## src/rtl/twiddle_pkg.sv

```systemverilog
// Shared types and helpers for the twiddle ROM fetch sequencer.
// The conjugate helper is used only when TWIDDLE_FETCH_INVERSE_EN is defined.
package twiddle_pkg;

    localparam int MAX_FFT_LENGTH_LOG2_DEF = 12;

    typedef enum logic [1:0] {
        ST_IDLE,
        ST_FETCH,
        ST_DRAIN,
        ST_DONE
    } state_e;

    typedef struct packed {
        logic [15:0] cos;
        logic [15:0] sin;
    } tw_word_t;

    typedef struct packed {
        tw_word_t   word;
        logic [3:0] stage;
        logic       last;
    } fifo_entry_t;

    // Two's-complement negate; -(-1.0) is not representable in Q1.15, so it clips.
    function automatic logic [15:0] neg_sat(input logic [15:0] v);
        if (v == 16'h8000) begin
            return 16'h7FFF;
        end
        return (~v) + 16'd1;
    endfunction

endpackage

```

## src/rtl/twiddle_fetch_ctrl_if.sv

```systemverilog
// ROM read port and twiddle stream of the fetch sequencer, bundled as one interface.
// master = sequencer side, slave = ROM / butterfly-engine side.
interface twiddle_fetch_ctrl_if;
    logic [15:0] rom_addr_o;
    logic        rom_addr_valid_o;
    logic [31:0] rom_data_i;
    logic        rom_data_valid_i;
    logic [31:0] tw_data_o;
    logic        tw_valid_o;
    logic        tw_ready_i;
    logic [3:0]  tw_stage_o;
    logic        tw_last_o;

    modport master (
        output rom_addr_o, rom_addr_valid_o,
        input  rom_data_i, rom_data_valid_i,
        output tw_data_o, tw_valid_o, tw_stage_o, tw_last_o,
        input  tw_ready_i
    );

    modport slave (
        input  rom_addr_o, rom_addr_valid_o,
        output rom_data_i, rom_data_valid_i,
        input  tw_data_o, tw_valid_o, tw_stage_o, tw_last_o,
        output tw_ready_i
    );
endinterface

```

## src/rtl/twiddle_fetch_fifo.sv

```systemverilog
// Synchronous FIFO holding ROM returns until the butterfly engine accepts them.
// Storage resets to zero so the head reads as all-zero after reset.
module twiddle_fetch_fifo
    import twiddle_pkg::*;
#(
    parameter int DEPTH = 4
) (
    input  logic        clk_i,
    input  logic        reset_n_i,
    input  logic        push_i,
    input  fifo_entry_t wdata_i,
    input  logic        pop_i,
    output fifo_entry_t rdata_o,
    output logic        full_o,
    output logic        empty_o
);

    localparam int PTR_W = $clog2(DEPTH);

    fifo_entry_t      mem_q [DEPTH];
    logic [PTR_W:0]   wr_ptr_q;
    logic [PTR_W:0]   rd_ptr_q;
    logic             do_push;
    logic             do_pop;

    // Extra pointer bit distinguishes full from empty when the indices match.
    assign empty_o = (wr_ptr_q == rd_ptr_q);
    assign full_o  = (wr_ptr_q[PTR_W] != rd_ptr_q[PTR_W]) &&
                     (wr_ptr_q[PTR_W-1:0] == rd_ptr_q[PTR_W-1:0]);
    assign do_push = push_i && !full_o;
    assign do_pop  = pop_i && !empty_o;
    assign rdata_o = mem_q[rd_ptr_q[PTR_W-1:0]];

    always_ff @(posedge clk_i) begin
        if (!reset_n_i) begin
            wr_ptr_q <= '0;
            rd_ptr_q <= '0;
            for (int i = 0; i < DEPTH; i++) begin
                mem_q[i] <= '0;
            end
        end else begin
            if (do_push) begin
                mem_q[wr_ptr_q[PTR_W-1:0]] <= wdata_i;
                wr_ptr_q                   <= wr_ptr_q + 1'b1;
            end
            if (do_pop) begin
                rd_ptr_q <= rd_ptr_q + 1'b1;
            end
        end
    end

endmodule

```

## src/rtl/twiddle_fetch_ctrl.sv

```systemverilog
// Twiddle ROM fetch sequencer for a radix-2 DIT FFT of run-time length 2^L.
// Optional conjugate (IFFT) twiddles: define TWIDDLE_FETCH_INVERSE_EN.
//
//   state    | meaning
//   ---------+------------------------------------------------------------
//   ST_IDLE  | waiting for start_i; L and inverse_i captured on start
//   ST_FETCH | walking stage/butterfly, one ROM read per credit
//   ST_DRAIN | all reads issued, waiting for the FIFO to empty
//   ST_DONE  | one-cycle done_o pulse, then back to idle
module twiddle_fetch_ctrl
    import twiddle_pkg::*;
#(
    parameter int MAX_FFT_LENGTH_LOG2 = MAX_FFT_LENGTH_LOG2_DEF,
    parameter int FIFO_DEPTH          = 4
) (
    input  logic                 clk_i,
    input  logic                 reset_n_i,
    input  logic                 start_i,
    input  logic [3:0]           fft_length_log2_i,
`ifdef TWIDDLE_FETCH_INVERSE_EN
    input  logic                 inverse_i,
`endif
    twiddle_fetch_ctrl_if.master bus,
    output logic                 busy_o,
    output logic                 done_o,
    output logic                 len_err_o
);

    localparam int BFLY_W = MAX_FFT_LENGTH_LOG2 - 1;
    localparam int CNT_W  = $clog2(FIFO_DEPTH) + 1;

    state_e              state_q, state_d;
    logic [3:0]          len_q, len_d;
    logic [3:0]          stage_q, stage_d;
    logic [BFLY_W-1:0]   bfly_q, bfly_d;
    logic [CNT_W-1:0]    outst_q, outst_d;
    logic                len_err_q, len_err_d;
    logic                rd_pend_q;
    logic [3:0]          rd_stage_q;
    logic                rd_last_q;
`ifdef TWIDDLE_FETCH_INVERSE_EN
    logic                inv_q, inv_d;
`endif

    logic                len_ok;
    logic [BFLY_W-1:0]   bfly_max;
    logic [BFLY_W-1:0]   jmask;
    logic                bfly_end;
    logic                stage_end;
    logic                pop;
    logic                issue;
    logic                last_issue;
    logic [15:0]         rom_addr;

    fifo_entry_t         push_entry;
    fifo_entry_t         head;
    logic                fifo_push;
    logic                fifo_full;
    logic                fifo_empty;

    assign len_ok = (fft_length_log2_i != 4'd0) &&
                    (int'(fft_length_log2_i) <= MAX_FFT_LENGTH_LOG2);

    // bfly_max = N/2 - 1 for the captured L; jmask = 2^s - 1 for the current stage.
    always_comb begin
        bfly_max = '0;
        jmask    = '0;
        for (int i = 0; i < BFLY_W; i++) begin
            bfly_max[i] = (i + 1 < int'(len_q));
            jmask[i]    = (i < int'(stage_q));
        end
    end

    assign bfly_end   = (bfly_q == bfly_max);
    assign stage_end  = (stage_q == len_q - 4'd1);
    assign pop        = bus.tw_valid_o && bus.tw_ready_i;
    assign issue      = (state_q == ST_FETCH) &&
                        ((outst_q < CNT_W'(FIFO_DEPTH)) || pop);
    assign last_issue = issue && stage_end && bfly_end;

    // j = b mod 2^s scaled to the Nmax-point ROM, so the table is shared by every L.
    assign rom_addr = 16'(bfly_q & jmask) << (BFLY_W - int'(stage_q));

    always_comb begin
        state_d   = state_q;
        len_d     = len_q;
        stage_d   = stage_q;
        bfly_d    = bfly_q;
        len_err_d = len_err_q;
`ifdef TWIDDLE_FETCH_INVERSE_EN
        inv_d     = inv_q;
`endif
        case (state_q)
            ST_IDLE: begin
                if (start_i) begin
                    if (len_ok) begin
                        state_d   = ST_FETCH;
                        len_d     = fft_length_log2_i;
                        stage_d   = '0;
                        bfly_d    = '0;
                        len_err_d = 1'b0;
`ifdef TWIDDLE_FETCH_INVERSE_EN
                        inv_d     = inverse_i;
`endif
                    end else begin
                        state_d   = ST_DONE;
                        len_err_d = 1'b1;
                    end
                end
            end
            ST_FETCH: begin
                if (issue) begin
                    if (last_issue) begin
                        state_d = ST_DRAIN;
                        stage_d = '0;
                        bfly_d  = '0;
                    end else if (bfly_end) begin
                        stage_d = stage_q + 4'd1;
                        bfly_d  = '0;
                    end else begin
                        bfly_d  = bfly_q + 1'b1;
                    end
                end
            end
            ST_DRAIN: begin
                // Leave on the final pop so done_o lands one cycle after it.
                if ((outst_q == '0) || ((outst_q == CNT_W'(1)) && pop)) begin
                    state_d = ST_DONE;
                end
            end
            ST_DONE: begin
                state_d = ST_IDLE;
            end
            default: begin
                state_d = ST_IDLE;
            end
        endcase
    end

    always_comb begin
        outst_d = outst_q + CNT_W'(issue) - CNT_W'(pop);
    end

    always_ff @(posedge clk_i) begin
        if (!reset_n_i) begin
            state_q    <= ST_IDLE;
            len_q      <= '0;
            stage_q    <= '0;
            bfly_q     <= '0;
            outst_q    <= '0;
            len_err_q  <= 1'b0;
            rd_pend_q  <= 1'b0;
            rd_stage_q <= '0;
            rd_last_q  <= 1'b0;
`ifdef TWIDDLE_FETCH_INVERSE_EN
            inv_q      <= 1'b0;
`endif
        end else begin
            state_q    <= state_d;
            len_q      <= len_d;
            stage_q    <= stage_d;
            bfly_q     <= bfly_d;
            outst_q    <= outst_d;
            len_err_q  <= len_err_d;
            rd_pend_q  <= issue;
            rd_stage_q <= stage_q;
            rd_last_q  <= last_issue;
`ifdef TWIDDLE_FETCH_INVERSE_EN
            inv_q      <= inv_d;
`endif
        end
    end

    // A return with no read in flight (e.g. straddling a reset) is dropped.
    assign fifo_push = bus.rom_data_valid_i && rd_pend_q && !fifo_full;

    always_comb begin
        push_entry.word  = tw_word_t'(bus.rom_data_i);
        push_entry.stage = rd_stage_q;
        push_entry.last  = rd_last_q;
`ifdef TWIDDLE_FETCH_INVERSE_EN
        if (inv_q) begin
            push_entry.word.sin = neg_sat(bus.rom_data_i[15:0]);
        end
`endif
    end

    twiddle_fetch_fifo #(
        .DEPTH (FIFO_DEPTH)
    ) u_fifo (
        .clk_i     (clk_i),
        .reset_n_i (reset_n_i),
        .push_i    (fifo_push),
        .wdata_i   (push_entry),
        .pop_i     (pop),
        .rdata_o   (head),
        .full_o    (fifo_full),
        .empty_o   (fifo_empty)
    );

    assign bus.rom_addr_o       = rom_addr;
    assign bus.rom_addr_valid_o = issue;
    assign bus.tw_valid_o       = !fifo_empty;
    assign bus.tw_data_o        = head.word;
    assign bus.tw_stage_o       = head.stage;
    assign bus.tw_last_o        = head.last && !fifo_empty;

    assign busy_o    = (state_q != ST_IDLE);
    assign done_o    = (state_q == ST_DONE);
    assign len_err_o = len_err_q;

endmodule

```

## src/flat_wrapper.sv

```systemverilog
// flat-port wrapper written by rule: the top's interface ports become plain ports
module twiddle_fetch_ctrl_flat import twiddle_pkg::*;
#(
    parameter int MAX_FFT_LENGTH_LOG2 = MAX_FFT_LENGTH_LOG2_DEF,
    parameter int FIFO_DEPTH          = 4
)
  (clk_i, reset_n_i, start_i, fft_length_log2_i, busy_o, done_o, len_err_o, bus_rom_addr_o, bus_rom_addr_valid_o, bus_rom_data_i, bus_rom_data_valid_i, bus_tw_data_o, bus_tw_valid_o, bus_tw_stage_o, bus_tw_last_o, bus_tw_ready_i);
  twiddle_fetch_ctrl_if bus_i ();
  input  logic clk_i;
  input  logic reset_n_i;
  input  logic start_i;
  input  logic [3:0] fft_length_log2_i;
  output logic busy_o;
  output logic done_o;
  output logic len_err_o;
  output wire logic [$bits(bus_i.rom_addr_o)-1:0] bus_rom_addr_o;
  output wire logic [$bits(bus_i.rom_addr_valid_o)-1:0] bus_rom_addr_valid_o;
  input wire logic [$bits(bus_i.rom_data_i)-1:0] bus_rom_data_i;
  input wire logic [$bits(bus_i.rom_data_valid_i)-1:0] bus_rom_data_valid_i;
  output wire logic [$bits(bus_i.tw_data_o)-1:0] bus_tw_data_o;
  output wire logic [$bits(bus_i.tw_valid_o)-1:0] bus_tw_valid_o;
  output wire logic [$bits(bus_i.tw_stage_o)-1:0] bus_tw_stage_o;
  output wire logic [$bits(bus_i.tw_last_o)-1:0] bus_tw_last_o;
  input wire logic [$bits(bus_i.tw_ready_i)-1:0] bus_tw_ready_i;
  assign bus_rom_addr_o = bus_i.rom_addr_o;
  assign bus_rom_addr_valid_o = bus_i.rom_addr_valid_o;
  assign bus_i.rom_data_i = bus_rom_data_i;
  assign bus_i.rom_data_valid_i = bus_rom_data_valid_i;
  assign bus_tw_data_o = bus_i.tw_data_o;
  assign bus_tw_valid_o = bus_i.tw_valid_o;
  assign bus_tw_stage_o = bus_i.tw_stage_o;
  assign bus_tw_last_o = bus_i.tw_last_o;
  assign bus_i.tw_ready_i = bus_tw_ready_i;
  twiddle_fetch_ctrl #(.MAX_FFT_LENGTH_LOG2(MAX_FFT_LENGTH_LOG2), .FIFO_DEPTH(FIFO_DEPTH)) u_core (.clk_i(clk_i), .reset_n_i(reset_n_i), .start_i(start_i), .fft_length_log2_i(fft_length_log2_i), .bus(bus_i), .busy_o(busy_o), .done_o(done_o), .len_err_o(len_err_o));
endmodule
```

## config.mk

```make
export PLATFORM = sky130hd
export DESIGN_NAME = twiddle_fetch_ctrl_flat
export DESIGN_NICKNAME = d
export VERILOG_FILES = /design/src/rtl/twiddle_pkg.sv /design/src/rtl/twiddle_fetch_ctrl_if.sv /design/src/rtl/twiddle_fetch_fifo.sv /design/src/rtl/twiddle_fetch_ctrl.sv /design/src/flat_wrapper.sv
export SDC_FILE = /design/constraint.sdc
export NUM_CORES = 1
export LEC_CHECK = 0
export CORE_MARGIN = 2
export CORE_UTILIZATION = 50
export CTS_BUF_LIST = sky130_fd_sc_hd__clkbuf_4 sky130_fd_sc_hd__clkbuf_8 sky130_fd_sc_hd__clkbuf_16
export DETAILED_ROUTE_END_ITERATION = 7
export PLACE_DENSITY = 0.84
export SLEW_MARGIN = 20
export SYNTH_ARGS = -nofsm -noshare
export SYNTH_HDL_FRONTEND = slang
export SYNTH_SLANG_ARGS = --single-unit
```

## constraint.sdc

```tcl
create_clock -name clk_i -period 3.1 [get_ports clk_i]
set_clock_uncertainty 0.15 [all_clocks]
set_input_delay 0.31 -clock clk_i [delete_from_list [all_inputs] [get_ports clk_i]]
set_output_delay 0.31 -clock clk_i [all_outputs]
set_load 0.02 [all_outputs]
```

==> results.md <==
* Seq/Total Area, Yosys at about 55%
* Mapped Area at approximately 9500 µm²
* Antenna cells at 0
* Root buf cell: clkbuf_16
* Grt met2 use at 38.9%
* Largest net degree at the start of global routing at 55
* Max clock buf depth at 2
* Vias per inst at ~5.7
* Met3 Use GR at 4.35%
* Final setup viols at 0
* Antenna-violating nets left at 0
* GR Util met1 at 24.6%
* CTS Buf Count at 17
* Post-synth cell types at 65
* Peak supply drop at 437 µV
* Effective utilization at floorplan at ~51%
* CP arrival at approximately 2600 ps
* Largest family of logic cells by synthesized area: simple AND/OR/NAND/NOR gates
* RSZ-0062 raised after global routing: yes
* Simple-Gate Fraction of Synth Area at 18.2%
* Synth Area in Adders at under 10%
* GRT overflow at 0
* Overall global routing resource usage at 21.1%
* Worst Path Required at 2640 ps
* GP Congestion at a little under 0.9
* Wirelength, routed at 20.6 mm
* Outcome: completed
* TritonCTS clock tree: done
* Rows at 50
* Slew HR at about three fifths
* Worst r2r path cells at 10
* Share of post-route cells with drive strength above 1 at 18.2%
* CORE AREA at 18600 µm²
* Class of the worst hold path: in2reg
* Syn Area/Cell at 12.8 µm²
* Port buffer count at between 90 and 100
* Max Cap Viol at 0
* Hold WS at 158 ps
* Die ar. at 20000 µm²
* Cell Pwr Density at 573 nW/µm²
* Leakage power at 4.32 nW
* CP startpoint kind: flip-flop
* Fin. Hold Viols at 0
* Routed WL per cell at 18.8 µm
* Post-route clock period utilization at a little over nine tenths
* Number of remaining DRC errors at 0
* Number of synthesis warnings at 0
* Router iterations before antenna repair at 4
* Worst setup path class: reg2out
* Post-Route Utilization at between 60% and 70%
* Crit end category: output port
* XOR/XNOR Fraction of Synth Area at 2.82%
* Synth Flop Type: edfxtp_1
* Die height at ~140 µm
* Synth-to-Final Area Change at 21.4%
* Worst-path clk slew at 70 ps
* Routed vias at 6268
* Mux contribution to synthesized area at 12.2%
* Post-Syn Instances at between 700 and 800
* #FFs+latches synth at 187
* Final count of pins violating max slew at 0
* Tightest Pin Transition at 628 ps
* Post-synth ARST share at 0%
* DIE WIDTH at 142 µm
* Syn Nets at 798
* Detailed placement HPWL at 13.1 mm
* Worst skew pair latency at around 430 ps
* Num Clock Sinks at around 190
* Fin crit period at 3030 ps
* Synth Area in Compound Gates at 5.51%
* Number of synthesized flops with an enable pin at ~150
* # Post-CTS Setup Buffers at 0
* Worst hold path stage count at 2
* Fmax at 0.330 GHz
* First-pass GRT wire length at 32.7 mm
* Iter 0 DRT Violations at 393
* Hold Buf Count CTS at 0
* CP max FO at 4
* Most crowded layer after global routing: met2
* Final nets at 906
* Vias in the first global route at 6490
* CTS H-tree lvls at 4
* Initial antenna violation count at 0
* Ports at 99
[stage by stage]
step / cells / total power [mW] / worst slack (ps) / setup TNS, ps / area [µm²]
6_report: 1091 / 6.57 / 72.2 / 0 / 11500
5_1_grt: 1091 / 6.82 / -50.9 / -54.1 / 11500
4_1_cts: 1091 / 6.60 / 7.98 / 0 / 11500
3_5_place_dp: 1059 / 4.41 / 46.1 / 0 / 10900
3_3_place_gp: 1059 / 4.39 / 74.3 / 0 / 10900
2_1_floorplan: 736 / 3.91 / 176 / 0 / 9450
[path summary, 6_finish.rpt]
path                                                 from                 end  slack [ps]
worst max-delay path                    u_core.stage_q[3]  bus_rom_addr_o[11]          70
worst min-delay path                            reset_n_i     u_core.len_q[2]         160
worst max register to register  u_core.u_fifo.rd_ptr_q[2]   u_core.outst_q[2]         410
worst min register to register          u_core.state_q[0]   u_core.state_q[0]         360
[final cells by class]
class                      count  area [µm²]
fill                        1382        7170
sequential                   187        5230
multi-input combinational    478        3990
timing repair buffer         140        1300
clock buffer                  17         425
tap                          234         293
clock inverter                15         170
inverter                      20        75.1
[timing repair]
item                                   4_1_cts  5_1_grt
gates resized for setup                     24       21
endpoints found under the hold margin        0        0
setup endpoints to repair                   16       11
[flip-flops by register name, indices dropped and copies added (netlist names), 3 cells and up, named ones only]
name,cells
u_core.bfly_q,11
u_core.rd_stage_q,4
u_core.stage_q,4
u_core.len_q,4
u_core.outst_q,3
u_core.u_fifo.mem_q,148
u_core.u_fifo.rd_ptr_q,3
u_core.u_fifo.wr_ptr_q,3
[power by group]
| part | switching (mW) | internal [mW] | leakage [nW] |
|---|---|---|---|
| combinational | 0.757 | 0.667 | 2.18 |
| clock | 0.934 | 1.27 | 0.288 |
| sequential | 0.0896 | 2.86 | 1.85 |
| total | 1.78 | 4.79 | 4.32 |
[cell usage in the layout, fill, tap and decap left out, types with 7 or more instances in the layout]
master and n:
edfxtp_1 148, and2_1 125, clkdlybuf4s50_1 82, and3_1 42
mux4_2 39, buf_4 39, dfxtp_1 37, nand2_1 31
nor2_1 27, ha_1 18, inv_1 17, clkbuf_16 17
mux2i_1 16, xnor2_1 16, a21oi_1 12, nor3_1 11
nand3_1 11, xor2_1 10, mux2_2 9, o21ai_0 9
o22ai_1 7
[cell usage after synthesis (2+ instances only)]
library cell / count / area, µm²
a2111oi_0: 3 / 26.3
a211oi_1: 5 / 37.5
a21oi_1: 12 / 60.1
a22oi_1: 2 / 15.0
a31oi_2: 2 / 25.0
and2_1: 125 / 782
and3_1: 42 / 263
buf_1: 4 / 15.0
buf_2: 8 / 40.0
buf_4: 4 / 30.0
clkbuf_1: 28 / 105
clkbuf_2: 7 / 35.0
dfxtp_1: 39 / 781
edfxtp_1: 148 / 4440
ha_1: 20 / 250
inv_1: 17 / 63.8
inv_2: 3 / 11.3
mux2_2: 9 / 101
mux2i_1: 17 / 170
mux4_2: 39 / 878
nand2_1: 32 / 120
nand2b_1: 9 / 56.3
nand3_1: 11 / 55.1
nand3b_1: 2 / 15.0
nand4_1: 5 / 31.3
nor2_1: 28 / 105
nor2b_1: 7 / 43.8
nor3_1: 12 / 60.1
nor3b_1: 6 / 45.0
nor4_1: 5 / 31.3
nor4b_1: 2 / 17.5
nor4bb_1: 3 / 30.0
o21a_1: 3 / 22.5
o21ai_0: 9 / 45.0
o21ai_1: 3 / 15.0
o22ai_1: 7 / 43.8
o32ai_1: 2 / 17.5
o41ai_1: 2 / 17.5
or3_1: 4 / 25.0
xnor2_1: 16 / 140
xor2_1: 10 / 87.6
[layer usage]
| layer | part of all wire, % | up-vias |
|---|---|---|
| met2 | 53 | 183 |
| met3 | 5.0 | 32 |
| li1 | - | 2922 |
| met5 | 0 | - |
| met1 | 40 | 3131 |
| met4 | 1.8 | 0 |
[logic make-up (layout without fill, tap and decap cells)]
logic type | after synthesis | count (layout)
AO/OA/AOI/OAI | 67 | 67
XOR/XNOR | 28 | 28
adder cells (fa/ha/maj) | 21 | 21
buffers and inverters | 71 | 192
flip-flops | 187 | 187
multiplexers | 65 | 65
AND/OR/NAND/NOR | 297 | 297
[critical path, cell delays in order, from the launching register on]
cell	delay [ps]
dfxtp_1	330
ha_1	290
a2111oi_2	370
buf_4	180
a211oi_1	40
o21bai_1	190
mux2_2	270
o22ai_1	170
clkdlybuf4s15_2	290
No activity file was read; power rests on OpenSTA's default activity.
